$ cat src/rtl/uart_fifo.sv
// uart_fifo -- TX/RX byte FIFOs bridging a CPU register port to a UART core.
// Revision 1.0
`default_nettype none

module uart_fifo #(
  parameter int DEPTH = 8
) (
  input  logic                     clk,
  input  logic                     rst_n,
  input  logic                     cpu_we,
  input  logic [31:0]              cpu_wdata,
  input  logic                     cpu_re,
  output logic [31:0]              cpu_rdata,
  output logic                     u_we,
  output logic [31:0]              u_so,
  input  logic                     u_wa,
  output logic                     u_re,
  input  logic [31:0]              u_si,
  output logic                     tx_full,
  output logic                     tx_empty,
  output logic                     rx_full,
  output logic                     rx_empty,
  output logic                     tx_ovf,
  output logic                     rx_ovf,
  output logic [$clog2(DEPTH):0]   rx_count
);

  localparam int AW = $clog2(DEPTH);
  localparam int CW = AW + 1;
  localparam logic [CW-1:0] FULL_CNT = CW'(DEPTH);

  typedef enum logic [1:0] {T_IDLE = 2'd0, T_SEND = 2'd1, T_BUSY = 2'd2} tx_state_t;
  typedef enum logic [0:0] {R_IDLE = 1'b0, R_ACK = 1'b1} rx_state_t;

  // ---------------- TX FIFO ----------------
  logic [7:0]    tx_mem [DEPTH];
  logic [AW-1:0] tx_wptr;
  logic [AW-1:0] tx_rptr;
  logic [CW-1:0] tx_cnt;
  logic          tx_push;
  logic          tx_pop;
  logic [7:0]    tx_hold;
  tx_state_t     tx_state;
  tx_state_t     tx_next;

  assign tx_full  = (tx_cnt == FULL_CNT);
  assign tx_empty = (tx_cnt == '0);
  // Fullness is judged before any same-cycle drain, so a push into a full FIFO is dropped.
  assign tx_push  = cpu_we && !tx_full;

  always_ff @(posedge clk) begin
    if (tx_push) begin
      tx_mem[tx_wptr] <= cpu_wdata[7:0];
    end
  end

  always_ff @(posedge clk or negedge rst_n) begin
    if (!rst_n) begin
      tx_wptr <= '0;
      tx_rptr <= '0;
      tx_cnt  <= '0;
      tx_ovf  <= 1'b0;
    end else begin
      if (tx_push) begin
        tx_wptr <= tx_wptr + AW'(1);
      end
      if (tx_pop) begin
        tx_rptr <= tx_rptr + AW'(1);
      end
      case ({tx_push, tx_pop})
        2'b10:   tx_cnt <= tx_cnt + CW'(1);
        2'b01:   tx_cnt <= tx_cnt - CW'(1);
        default: tx_cnt <= tx_cnt;
      endcase
      if (cpu_we && tx_full) begin
        tx_ovf <= 1'b1;
      end
    end
  end

  // ---------------- TX drain FSM ----------------
  always_ff @(posedge clk or negedge rst_n) begin
    if (!rst_n) begin
      tx_state <= T_IDLE;
    end else begin
      tx_state <= tx_next;
    end
  end

  always_comb begin
    tx_next = tx_state;
    tx_pop  = 1'b0;
    u_we    = 1'b0;
    case (tx_state)
      T_IDLE: begin
        if (!tx_empty && !u_wa) begin
          tx_pop  = 1'b1;
          tx_next = T_SEND;
        end
      end
      T_SEND: begin
        u_we    = 1'b1;
        tx_next = T_BUSY;
      end
      T_BUSY: begin
        if (!u_wa) begin
          tx_next = T_IDLE;
        end
      end
      default: tx_next = T_IDLE;
    endcase
  end

  // The holding register doubles as the u_so source, so u_so keeps the last byte sent.
  always_ff @(posedge clk or negedge rst_n) begin
    if (!rst_n) begin
      tx_hold <= '0;
    end else if (tx_pop) begin
      tx_hold <= tx_mem[tx_rptr];
    end
  end

  assign u_so = {24'h0, tx_hold};

  // ---------------- RX FIFO ----------------
  logic [7:0]    rx_mem [DEPTH];
  logic [AW-1:0] rx_wptr;
  logic [AW-1:0] rx_rptr;
  logic [CW-1:0] rx_cnt;
  logic          rx_push;
  logic          rx_pop;
  logic          rx_drop;
  logic          rx_valid;
  rx_state_t     rx_state;
  rx_state_t     rx_next;

  assign rx_full   = (rx_cnt == FULL_CNT);
  assign rx_empty  = (rx_cnt == '0);
  assign rx_count  = rx_cnt;
  assign rx_valid  = !u_si[31];
  assign rx_pop    = cpu_re && !rx_empty;
  assign cpu_rdata = rx_empty ? 32'hFFFF_FFFF : {24'h0, rx_mem[rx_rptr]};

  // On a full FIFO with a concurrent pop, wptr equals rptr: the head is consumed this cycle.
  always_ff @(posedge clk) begin
    if (rx_push) begin
      rx_mem[rx_wptr] <= u_si[7:0];
    end
  end

  always_ff @(posedge clk or negedge rst_n) begin
    if (!rst_n) begin
      rx_wptr <= '0;
      rx_rptr <= '0;
      rx_cnt  <= '0;
      rx_ovf  <= 1'b0;
    end else begin
      if (rx_push) begin
        rx_wptr <= rx_wptr + AW'(1);
      end
      if (rx_pop) begin
        rx_rptr <= rx_rptr + AW'(1);
      end
      case ({rx_push, rx_pop})
        2'b10:   rx_cnt <= rx_cnt + CW'(1);
        2'b01:   rx_cnt <= rx_cnt - CW'(1);
        default: rx_cnt <= rx_cnt;
      endcase
      if (rx_drop) begin
        rx_ovf <= 1'b1;
      end
    end
  end

  // ---------------- RX capture FSM ----------------
  always_ff @(posedge clk or negedge rst_n) begin
    if (!rst_n) begin
      rx_state <= R_IDLE;
    end else begin
      rx_state <= rx_next;
    end
  end

  always_comb begin
    rx_next = rx_state;
    rx_push = 1'b0;
    rx_drop = 1'b0;
    u_re    = 1'b0;
    case (rx_state)
      R_IDLE: begin
        if (rx_valid) begin
          if (!rx_full || rx_pop) begin
            rx_push = 1'b1;
            rx_next = R_ACK;
          end else begin
            rx_drop = 1'b1;
          end
        end
      end
      R_ACK: begin
        u_re    = 1'b1;
        rx_next = R_IDLE;
      end
      default: rx_next = R_IDLE;
    endcase
  end

  logic unused_bits;
  assign unused_bits = ^{cpu_wdata[31:8], u_si[30:8]};

endmodule

`default_nettype wire

$ cat config.mk
export PLATFORM = sky130hd
export DESIGN_NAME = uart_fifo
export DESIGN_NICKNAME = d
export VERILOG_FILES = /design/src/rtl/uart_fifo.sv
export SDC_FILE = /design/constraint.sdc
export NUM_CORES = 1
export LEC_CHECK = 0
export CAP_MARGIN = 20
export CORE_ASPECT_RATIO = 1.5
export CORE_MARGIN = 2
export CORE_UTILIZATION = 35
export CTS_CLUSTER_DIAMETER = 50
export DETAILED_ROUTE_END_ITERATION = 10
export GPL_TIMING_DRIVEN = 0
export MAX_ROUTING_LAYER = met4
export SLEW_MARGIN = 40
export SYNTH_ARGS = -nofsm -noshare
export SYNTH_HDL_FRONTEND = slang
export SYNTH_SLANG_ARGS = --single-unit
$ cat constraint.sdc
create_clock -name clk -period 2.8 [get_ports clk]
set_clock_uncertainty 0.15 [all_clocks]
set_input_delay 0.56 -clock clk [delete_from_list [all_inputs] [get_ports clk]]
set_output_delay 0.56 -clock clk [all_outputs]
set_load 0.01 [all_outputs]
After elaboration in Yosys (flattened, before gate mapping)
Memories as Yosys holds them, arrays and structs flattened. A register that Yosys moved wholly into a read port is not among the register bits. Index checks and enable logic that the tools add are counted.

Flip-flop bits (word level): 25. Bits in latches: 0. Memory bits (writable): 128. Memory bits (read-only): 0. Output and inout port bits: 76. Memories kept: 2.

Add/sub/neg operators: 8. $mul: 0. Div/mod/pow operators: 0. $lt $le $gt $ge: 0. Equality and inequality tests: 10. Shift-type cells: 0. Mux-type cells: 21. Bitwise logic cells: 1. Reduce and logical (&&, ||, !) cells: 17.

Memories: rx_mem (words 8, width 8, read ports 1, clocked after memory_dff 0, wr ports 1, line 126) `logic [7:0] rx_mem [DEPTH];`; tx_mem (words 8, width 8, read ports 1, clocked after memory_dff 1, wr ports 1, line 36) `logic [7:0] tx_mem [DEPTH];`.

Operator list (number): $mux W32 (1); $pmux W4 S2 (2); $mux W1 (14); $add A3 B1 Y3 const B (4); $add A4 B1 Y4 const B (2); $eq A4 B4 Y1 const B (2); $logic_not A4 Y1 (2); $sub A4 B1 Y4 const B (2); $eq A2 B1 Y1 const B (3); $eq A2 B2 Y1 const B (3); $logic_not A1 Y1 (6); $pmux W2 S3 (1); $logic_and A1 B1 Y1 (4); $mux W2 (2); $ne A2 B2 Y1 const B (2); $reduce_bool A2 Y1 (2); $logic_not A2 Y1 (1); $pmux W1 S2 (1); $reduce_and A2 Y1 (1); $logic_or A1 B1 Y1 (1); $not A1 Y1 (1).

Depth between registers and ports, before layout
Gate-level depths: netlist of run 1.

Depth in word-level cells: 9. Mapped depth: 10. Gate-level depth less buffers: 10.

Least setup slack after synthesis of run 1
Ideal clock, no wire load.

Kind: reg2reg. Start: register rx_cnt[2] (netlist: rx_count[2]). End: register rx_cnt[2] (netlist: rx_count[2]). Library setup time: 0.131 ns. Data arrival time: 2.316 ns. Required time: 2.519 ns. Setup slack: 0.204 ns. Stages on the path, launching flop included: 10. Clock period less this slack: 2.596 ns. Cell sequence: dfrtp_1 -> or4b_4 -> o21ai_4 -> ha_1 -> xor2_1 -> ha_1 -> a21oi_1 -> xor2_1 -> nor2_1 -> xor2_1.

Longest elaborated chain between the ends: 9.

RTL lines: start, declared (line 129) `logic [CW-1:0] rx_cnt;`; start signal, assigned (line 165) `2'b10: rx_cnt <= rx_cnt + CW'(1);`; start signal, assigned (line 166) `2'b01: rx_cnt <= rx_cnt - CW'(1);`; start signal, assigned (line 167) `default: rx_cnt <= rx_cnt;`; $logic_not A4 Y1 (line 138) `assign rx_empty = (rx_cnt == '0);`; $logic_not A1 Y1 (line 141) `assign rx_pop = cpu_re && !rx_empty;`; $logic_and A1 B1 Y1 (line 141); $logic_or A1 B1 Y1 (line 192) `if (!rx_full || rx_pop) begin`; $mux W1 (line 192); $mux W1 (line 191) `if (rx_valid) begin`; $mux W1 (line 189) `case (rx_state)`; $eq A2 B1 Y1 / $eq A2 B2 Y1 (equally long branches) (line 164) `case ({rx_push, rx_pop})`; $pmux W4 S2 / $reduce_bool A2 Y1 (equally long branches).

Several ways; a longest one is shown, not always the timed one. A chain may end at the register's enable or synchronous reset.

Final worst setup path of run 1
Start: register rx_rptr[0]. End: output cpu_rdata[5].

Longest elaborated chain between the ends: 2.

RTL lines: start, declared (line 128) `logic [AW-1:0] rx_rptr;`; start signal, assigned (line 162) `rx_rptr <= rx_rptr + AW'(1);`; $mem_v2 Z8 W8; $mux W32 (line 142) `assign cpu_rdata = rx_empty ? 32'hFFFF_FFFF : {24'h0, rx_mem[rx_rptr]};`; end, declared (line 13) `output logic [31:0] cpu_rdata,`.

Every way passes these cells.

==> impl_metrics.py, run 1 <==
metrics = {
    "layout": {
        "syn_to_final_growth_pct": 31.36,
        "final_area_sq_mm": 0.009009,
        "instances_no_fill": 827,
        "insertedDiodeCount": 0,
        "postLayoutCoreUtil_pct": 47.02,
        "finalNetCount": 638,
        "num-fill-cells": 1706,
        "drive_above_1_share_pct": 35.03,
    },
    "place": {
        "portBuffers": 73,
        "place_area_sq_mm": 0.008098,
        "dp.cells": 770,
        "dpl.hpwl_um": 9471,
        "gp_congestion": 0.7496,
    },
    "yosys": {
        "synth-async-reset-ratio_pct": 20.50,
        "synth_area_sq_mm": 0.006858,
        "synth_edf_count": 128,
        "synthTopCellsByCount": "edfxtp_1 (128), buf_4 (50), nand2_1 (34)",
        "synthMostInstantiatedCell": "edfxtp_1",
        "synth_area_leaders": "edfxtp_1 (56%), dfrtp_1 (12%), mux4_2 (11%), buf_4 (5.5%), mux2i_1 (2.5%)",
        "synthDistinctLibCells": 43,
        "synthCells": 411,
        "synth_flop_cell": "edfxtp_1",
        "avgSynthCellArea_sq_um": 16.69,
        "synth_top_area_share_pct": 56.05,
        "yosys.area.top_type": "edfxtp_1",
        "yosysWarnings": 0,
        "yosysSeqAreaShare_pct": 68.09,
        "synth_seq_cells": 161,
    },
    "timing": {
        "tightest_slew_ps": 797.8,
        "period_minus_slack_ps": 2732,
        "hold_viol_final": 0,
        "fin_crit_sh_pct": 97.56,
        "rsz0062_at_grt": "yes",
        "relSlewSlack_pct": 46.53,
        "slew_violations": 0,
        "max_freq_ghz": 0.3661,
        "setup_violations": 0,
        "setup_tns_ps": 0,
    },
    "routing": {
        "wire_per_inst_um": 16.88,
        "first_iter_violations": 158,
        "firstDrtPassIters": 5,
        "drc": 0,
        "drt_wl_total_um": 13960,
        "vias_per_cell": 4.574,
        "ant_nets": 0,
        "via_count": 3783,
    },
    "clock_network": {
        "cts_root_buffer": "clkbuf_16",
        "clk_latency_ps": 420,
        "cts-buffers-inserted": 17,
        "clockBufferDepth": 2,
        "cts.sinks": 161,
        "ctsHtreeMaxLevel": 4,
        "clk_pin_slew_ps": 60,
        "cts_tree": "built",
    },
    "grt": {
        "track_usage_pct": 14.30,
        "grt_max_degree": 34,
        "grt_pass1_wl_um": 21640,
        "grt_pass1_vias": 3835,
        "antenna_found_initial": 0,
        "grt.overflow.total": 0,
    },
    "critical_path": {
        "arrival_ps": 2020,
        "cp_top_family": "multiplexers",
        "slowest_stage": "mux4_2",
        "worstPathRequired_ps": 2090,
        "path_max_fanout": 8,
        "start_kind": "flop",
        "worstPathBufferInverterCount": 4,
        "crit_type": "reg2out",
        "crit_top_cell": "buf_12",
        "critical_path.cell_chain": "buf_8 > buf_12 > buf_12 > mux4_2 > mux2i_1 > nand2_1 > buf_2",
        "cp-end-kind": "primary output",
        "max_stage_delay_ps": 510,
    },
    "floorplanning": {
        "pin_count": 145,
        "dieWidth_um": 118.3,
        "placement_rows": 62,
        "core_sq_mm": 0.01916,
        "dieArea_sq_mm": 0.02075,
        "fp.dieH_um": 175.4,
        "initial_core_util_pct": 35.79,
    },
    "power_and_ir_drop": {
        "p_per_area_mw_per_mm2": 1021,
        "peakVddDrop_uv": 503.5,
        "total_power_mw": 9.195,
        "total_leakage_power_nw": 3.431,
    },
    "flow_run": {
        "drv_cap": 0,
    },
    "min_path": {
        "hold_class": "reg2reg",
    },
    "status": {
        "outcome": "finished clean",
    },
}
-- area by class of cell --
| type | instances | area (sq um) | share of cell area (%) |
|---|---|---|---|
| sequential | 161 | 4674 | 51.89 |
| multi-input combinational | 199 | 1924 | 21.36 |
| timing repair buffer | 103 | 932.1 | 10.35 |
| buffer | 61 | 479.2 | 5.319 |
| clock buffer | 17 | 425.4 | 4.722 |
| tap | 256 | 320.3 | 3.556 |
| clock inverter | 15 | 178.9 | 1.986 |
| inverter | 12 | 51.30 | 0.5694 |
| timing repair inverter | 3 | 22.52 | 0.2500 |
-- state kept, by name, summed over array words and instances, names as in the netlist, 2 cells and up --
register and flops:
rx_mem 64, tx_mem 64, tx_hold 8, rx_count 4
tx_cnt 4, rx_rptr 3, rx_wptr 3, tx_rptr 3
tx_wptr 3, tx_state 2
-- final timing paths --
check                             from            to  slack [ps]  cells past startpoint
setup / recovery            rx_rptr[0]  cpu_rdata[5]          70                      7
hold / removal                  rx_ovf        rx_ovf         310                      1
setup reg to reg           rx_count[1]   rx_count[2]         150                     11
hold reg to reg                 rx_ovf        rx_ovf         310                      1
max in group asynchronous        rst_n   rx_count[2]        1620                      2
min in group asynchronous        rst_n        tx_ovf         500                      2
-- kinds of logic after synthesis --
family,Yosys count,synth area share (%)
fa+ha+maj,11,2.116
xor+xnor,15,1.916
buf+inv,74,6.915
compound gates,21,1.989
other cells,1,0.05468
flops,161,68.09
simple gates,77,5.601
mux,51,13.32
-- power by group --
group	total, mW	internal [mW]	switching [mW]	leakage, nW
clock network	2.31	1.34	0.973	0.286
registers	3.39	3.08	0.314	1.55
logic	3.49	1.84	1.65	1.59
total	9.20	6.26	2.94	3.43
-- cells in the final DEF (no fill, tap or decap), types with 5 or more instances in the layout --
master             n
nand2b_1           6
conb_1            24
buf_2             12
mux4_2            32
clkinvlp_4         7
o21ai_1            8
ha_1               8
clkdlybuf4s15_1   21
buf_4             73
xnor2_1           10
xor2_1             5
nand2_1           34
mux2i_1           17
nor2_2             6
clkbuf_16         18
inv_1              9
dfrtp_1           29
clkdlybuf4s50_1   38
edfxtp_1         128
-- routing by layer --
layer | vias up | global-route usage, % | part of all wire (%)
met5 | - | - | 0
li1 | 1773 | - | -
met1 | 1894 | 15.06 | 39
met3 | 17 | 3.344 | 3.6
met2 | 99 | 26.25 | 56
met4 | 0 | 4.568 | 1.5
-- repair_timing --
action,in CTS,in global routing
gates cloned,4,0
endpoints found under the hold margin,33,0
hold buffers,1,0
setup endpoints to repair,35,31
pin swaps,2,3
setup buffers,16,5
gates resized for setup,80,38
-- worst register-to-register path, cell delays in order, from the launching register on --
cell and delay (ps):
dfrtp_2 400, or4_4 550, buf_4 170, nand2_1 120
inv_1 80, ha_2 230, xor2_1 150, ha_1 190
a21oi_2 120, xor2_1 150, nor2_1 70, xor2_1 140
-- stage by stage --
step,hold WS [ps],setup WS [ps]
CTS,320.1,-62.71
floorplan,114.4,203.8
global placement,295.2,-984.2
finish,314.4,68.23
detailed placement,305.5,-595.1
global route,340.9,-24.02
(Power assumes the default switching activity.)
==> run 2, diff against run 1 <==
TNS_END_PERCENT = 10   (was default)
==> run 2 against run 1 <==
  * Sequential share of layout area up 0.44 points
  * Non-clock buffer count is 5 lower
  * Routed wire length is 0.14% higher
  * Design area is 0.85% lower
  * Setup slack got worse by 27 ps
  * Global-route usage shrank 0.051 points
  * Die area did not move
  * Register-to-register slack lost 30 ps
  * Count of clock-buffer cells in the layout unchanged
  * Critical path type unchanged
  * Largest power group unchanged
  * Highest routed layer unchanged
==> impl_metrics.py, run 2 (synthesized netlist as in run 1, its figures left out) <==
metrics = {
    "routing": {
        "via_count": 3737,
        "drc": 0,
        "vias_per_cell": 4.546,
        "first_iter_violations": 167,
        "drt_wl_total_um": 13980,
        "ant_nets": 0,
        "firstDrtPassIters": 4,
        "wire_per_inst_um": 17.01,
    },
    "clock_network": {
        "ctsHtreeMaxLevel": 4,
        "cts-buffers-inserted": 17,
        "cts_root_buffer": "clkbuf_16",
        "clk_pin_slew_ps": 60,
        "cts.sinks": 161,
        "clk_latency_ps": 410,
        "clockBufferDepth": 2,
        "cts_tree": "built",
    },
    "timing": {
        "fin_crit_sh_pct": 98.53,
        "relSlewSlack_pct": 47.45,
        "max_freq_ghz": 0.3625,
        "period_minus_slack_ps": 2759,
        "hold_viol_final": 0,
        "setup_tns_ps": 0,
        "timing.final.ws_setup_ps": 41.29,
        "tightest_slew_ps": 784.0,
        "setup_violations": 0,
        "slew_violations": 0,
        "rsz0062_at_grt": "yes",
    },
    "floorplanning": {
        "initial_core_util_pct": 35.79,
        "fp.dieH_um": 175.4,
        "pin_count": 145,
        "placement_rows": 62,
        "core_sq_mm": 0.01916,
        "dieWidth_um": 118.3,
        "dieArea_sq_mm": 0.02075,
    },
    "grt": {
        "antenna_found_initial": 0,
        "grt_max_degree": 34,
        "track_usage_pct": 14.25,
        "grt_pass1_vias": 3819,
        "grt.overflow.total": 0,
        "grt_pass1_wl_um": 21620,
    },
    "critical_path": {
        "crit_type": "reg2out",
        "crit_top_cell": "buf_4",
        "path_max_fanout": 6,
        "cp-end-kind": "primary output",
        "critical_path.cell_chain": "or4_4 > clkbuf_16 > clkinvlp_4 > buf_4 > buf_4 > buf_4 > buf_6",
        "start_kind": "flop",
        "slowest_stage": "or4_4",
        "worstPathBufferInverterCount": 6,
        "worstPathRequired_ps": 2090,
        "cp_top_family": "buffers and inverters",
        "arrival_ps": 2050,
        "r2r_slack_ps": 120,
        "max_stage_delay_ps": 550,
    },
    "layout": {
        "postLayoutCoreUtil_pct": 46.62,
        "num-fill-cells": 1715,
        "finalNetCount": 633,
        "insertedDiodeCount": 0,
        "drive_above_1_share_pct": 37.63,
        "mostFrequentLayoutCells": "edfxtp_1 (128), buf_4 (90), clkdlybuf4s50_1 (38), nand2_1 (34), mux4_2 (32)",
        "largestRegisters": "rx_mem (64), tx_mem (64), tx_hold (8)",
        "syn_to_final_growth_pct": 30.25,
        "final_common_cell": "edfxtp_1",
    },
    "place": {
        "dpl.hpwl_um": 9471,
        "place_ws_ps": -595.1,
        "portBuffers": 73,
        "gp_congestion": 0.7496,
    },
    "status": {
        "outcome": "finished clean",
    },
    "power_and_ir_drop": {
        "power_frac_comb_pct": 37.8,
        "internal_power_mw": 6.229,
        "switching_power_mw": 2.934,
        "peakVddDrop_uv": 504.7,
        "p_clk_share_pct": 25.3,
        "swShare_pct": 32.02,
        "total_leakage_power_nw": 3.425,
        "p_per_area_mw_per_mm2": 1026,
        "power_frac_seq_pct": 37.0,
    },
    "flow_run": {
        "drv_cap": 0,
    },
    "min_path": {
        "hold_class": "reg2reg",
    },
}
## run 2: changes by cell type in the layout (fill, tap and decap cells not counted)
cell,delta
clkbuf_16,+1
clkdlybuf4s15_1,-19
clkbuf_2,+2
buf_2,-5
buf_6,-1
buf_12,-1
a21oi_1,+1
buf_4,+17
a21oi_2,-1
clkdlybuf4s15_2,+1
## run 2: through the flow
stage | instance area [sq um] | instances | total power [mW] | hold slack (ps)
floorplan | 6944 | 434 | 5.371 | 114.4
global route | 8932 | 822 | 9.699 | 340.9
CTS | 8845 | 817 | 9.179 | 320.1
detailed placement | 8098 | 770 | 6.729 | 305.5
finish | 8932 | 822 | 9.163 | 314.3
global placement | 7995 | 763 | 6.551 | 295.2
## run 2: power groups by stage
stage                     clock [mW]  combinational [mW]  sequential [mW]
after floorplan                    0                1.99             3.38
after global placement             0                3.16             3.39
after detailed placement           0                3.29             3.44
after CTS                       2.36                3.45             3.37
after global routing            2.46                3.79             3.45
final                           2.31                3.46             3.39
## run 2: routing by layer
metal,share of wire (%),vias up,GRT usage (%)
met4,1.1,0,4.418
met3,4.0,12,3.344
li1,-,1761,-
met2,57,100,26.20
met5,0,-,-
met1,38,1864,15.02
## run 2: layout make-up
type | instances | area [sq um] | area share (%)
plain buffers | 62 | 486.7 | 5.449
multi-input cells | 199 | 1921 | 21.50
repair buffers | 97 | 852.1 | 9.539
repair inverters | 3 | 22.52 | 0.2521
flip-flops and latches | 161 | 4674 | 52.33
clock inverters | 15 | 178.9 | 2.003
inverters | 12 | 51.30 | 0.5743
well taps | 256 | 320.3 | 3.586
clock buffers | 17 | 425.4 | 4.763
## run 2: what timing repair did
action,CTS,global route
setup buffers,10,4
endpoints found under the setup margin,35,13
gates cloned,4,1
pin swaps,1,2
gates resized for setup,73,16
endpoints found under the hold margin,33,0
hold buffers,1,0
## run 2: path summary, 6_finish.rpt
path | from | end | cells past startpoint
min | rx_ovf | rx_ovf | 1
max in group asynchronous | rst_n | rx_count[2] | 2
max | rx_count[1] | cpu_rdata[8] | 7
min in group asynchronous | rst_n | tx_ovf | 2
min reg2reg | rx_ovf | rx_ovf | 1
max reg2reg | rx_count[1] | rx_count[2] | 11
## run 2: worst reg2reg max path: stages, from the launching register on
cell and delay (ps):
dfrtp_2 400, or4_4 550, buf_4 170, nand2_1 120
inv_1 90, ha_2 230, xor2_1 150, ha_1 180
a21oi_1 150, xor2_1 150, nor2_1 70, xor2_1 140
==> run 3, diff against run 2 <==
CTS_CLUSTER_SIZE = 8   (was default)
SKIP_LAST_GASP = 1   (was default)
==> run 3 against run 2 <==
  * Sequential share of layout area down 0.080 points
  * Worst hold slack about the same
  * Setup slack lost 280 ps
  * Critical path type unchanged
  * Critical path depth fell by 2
  * Die area is the same
  * Final cell count down 0.49%
  * Largest power group unchanged
  * The flow now finishes with violations (negative setup slack)
==> impl_metrics.py, run 3 (synthesized netlist as in run 1, its figures left out) <==
metrics = {
    "grt": {
        "grt_pass1_wl_um": 21490,
        "track_usage_pct": 14.16,
        "grt_pass1_vias": 3801,
        "antenna_found_initial": 0,
        "grt_max_degree": 34,
        "grt.overflow.total": 0,
    },
    "timing": {
        "timing.final.ws_setup_ps": -237.7,
        "setup_tns_ps": -5920,
        "rsz0062_at_grt": "yes",
        "fin_crit_sh_pct": 108.5,
        "hold_viol_final": 0,
        "setup_violations": 30,
        "period_minus_slack_ps": 3038,
        "relSlewSlack_pct": 47.19,
        "slew_violations": 0,
        "whs_ps": 314.3,
        "max_freq_ghz": 0.3292,
        "tightest_slew_ps": 787.9,
    },
    "critical_path": {
        "critical_path.cell_chain": "or4_4 > clkbuf_16 > clkinvlp_4 > buf_4 > clkdlybuf4s50_1",
        "rr_endpoint": "tx_cnt[3]",
        "cp-end-kind": "primary output",
        "r2r_slack_ps": 30,
        "worstPathRequired_ps": 2090,
        "start_kind": "flop",
        "max_stage_delay_ps": 560,
        "worstReg2RegStart": "tx_cnt[0]",
        "arrival_ps": 2330,
        "setup.worst_path.start": "rx_count[0]",
        "cp-endpoint": "cpu_rdata[13]",
        "r2r_cells": 8,
        "crit_type": "reg2out",
        "path_max_fanout": 6,
        "slowest_stage": "or4_4",
    },
    "clock_network": {
        "clk_pin_slew_ps": 60,
        "clk_latency_ps": 420,
        "cts_root_buffer": "clkbuf_16",
        "ctsHtreeMaxLevel": 4,
        "clockBufferDepth": 2,
        "cts-buffers-inserted": 17,
        "cts_tree": "built",
        "cts.sinks": 161,
    },
    "layout": {
        "finalNetCount": 629,
        "num-fill-cells": 1701,
        "syn_to_final_growth_pct": 30.41,
        "insertedDiodeCount": 0,
        "postLayoutCoreUtil_pct": 46.68,
        "mostFrequentLayoutCells": "edfxtp_1 (128), clkdlybuf4s50_1 (66), buf_4 (64), nand2_1 (34), mux4_2 (32)",
        "largestRegisters": "rx_mem (64), tx_mem (64), tx_hold (8)",
        "drive_above_1_share_pct": 31.32,
        "final_common_cell": "edfxtp_1",
    },
    "routing": {
        "first_iter_violations": 156,
        "vias_per_cell": 4.549,
        "drc": 0,
        "via_count": 3721,
        "ant_nets": 0,
        "wire_per_inst_um": 16.84,
        "firstDrtPassIters": 4,
        "drt_wl_total_um": 13780,
    },
    "place": {
        "dpl.hpwl_um": 9471,
        "gp_congestion": 0.7496,
        "portBuffers": 73,
        "place_ws_ps": -595.1,
    },
    "power_and_ir_drop": {
        "total_leakage_power_nw": 3.387,
        "total_power_mw": 9.171,
        "peakVddDrop_uv": 504.7,
        "p_per_area_mw_per_mm2": 1025,
    },
    "status": {
        "outcome": "finished with violations",
        "violations": "negative setup slack",
    },
    "floorplanning": {
        "dieWidth_um": 118.3,
        "pin_count": 145,
        "initial_core_util_pct": 35.79,
        "dieArea_sq_mm": 0.02075,
        "core_sq_mm": 0.01916,
        "placement_rows": 62,
        "fp.dieH_um": 175.4,
    },
    "min_path": {
        "hold_class": "reg2reg",
    },
    "flow_run": {
        "drv_cap": 0,
    },
}
## run 3: worst min path at each step
stage                start     endpoint  cells past startpoint
6_report            rx_ovf       rx_ovf                      1
5_1_grt             rx_ovf       rx_ovf                      1
4_1_cts        tx_state[0]  tx_state[1]                      1
3_5_place_dp        tx_ovf       tx_ovf                      1
3_3_place_gp        tx_ovf       tx_ovf                      1
2_1_floorplan        rst_n  rx_count[0]                      0
## run 3: per-layer routing
layer	share of wire, %	global-route usage (%)	vias to the layer above	wire length [um]
li1	-	-	1748	-
met1	38	14.93	1852	5202
met2	56	26.08	107	7775
met3	4.4	3.247	14	608
met4	1.4	4.418	0	193
met5	0	-	-	0
## run 3: what timing repair did
item                                    4_1_cts  5_1_grt
gates cloned                                  4        0
hold buffers                                  1        0
resized for setup                            35        2
endpoints found under the setup margin       35       37
pin swaps                                     1        1
hold endpoints to repair                     33        0
setup buffers                                10        1
## run 3: cell type report
| type | instances | area (sq um) | area share [%] |
|---|---|---|---|
| Sequential cell | 161 | 4673 | 52.25 |
| Multi-Input combinational cell | 199 | 1897 | 21.21 |
| Timing Repair Buffer | 93 | 888.4 | 9.933 |
| Buffer | 62 | 486.7 | 5.442 |
| Clock buffer | 17 | 425.4 | 4.757 |
| Tap cell | 256 | 320.3 | 3.581 |
| Clock inverter | 15 | 178.9 | 2.001 |
| Inverter | 12 | 51.30 | 0.5736 |
| Timing Repair inverter | 3 | 22.52 | 0.2518 |
## run 3: worst max-delay path: cells and delay by family, from the launching register on
kind | cells | cell delay (ps)
flip-flops | 1 | 410
AND/OR/NAND/NOR | 1 | 560
buffers and inverters | 4 | 950
## run 3: power by group
part | internal, mW | total [mW] | switching (mW)
Sequential | 3.07 | 3.37 | 0.298
Clock | 1.34 | 2.32 | 0.976
Combinational | 1.87 | 3.48 | 1.61
## run 3: metrics by stage
step / std cells / instance area [sq um]
final: 818 / 8944
after global routing: 818 / 8944
after CTS: 817 / 8901
after detailed placement: 770 / 8098
after global placement: 763 / 7995
after floorplan: 434 / 6944
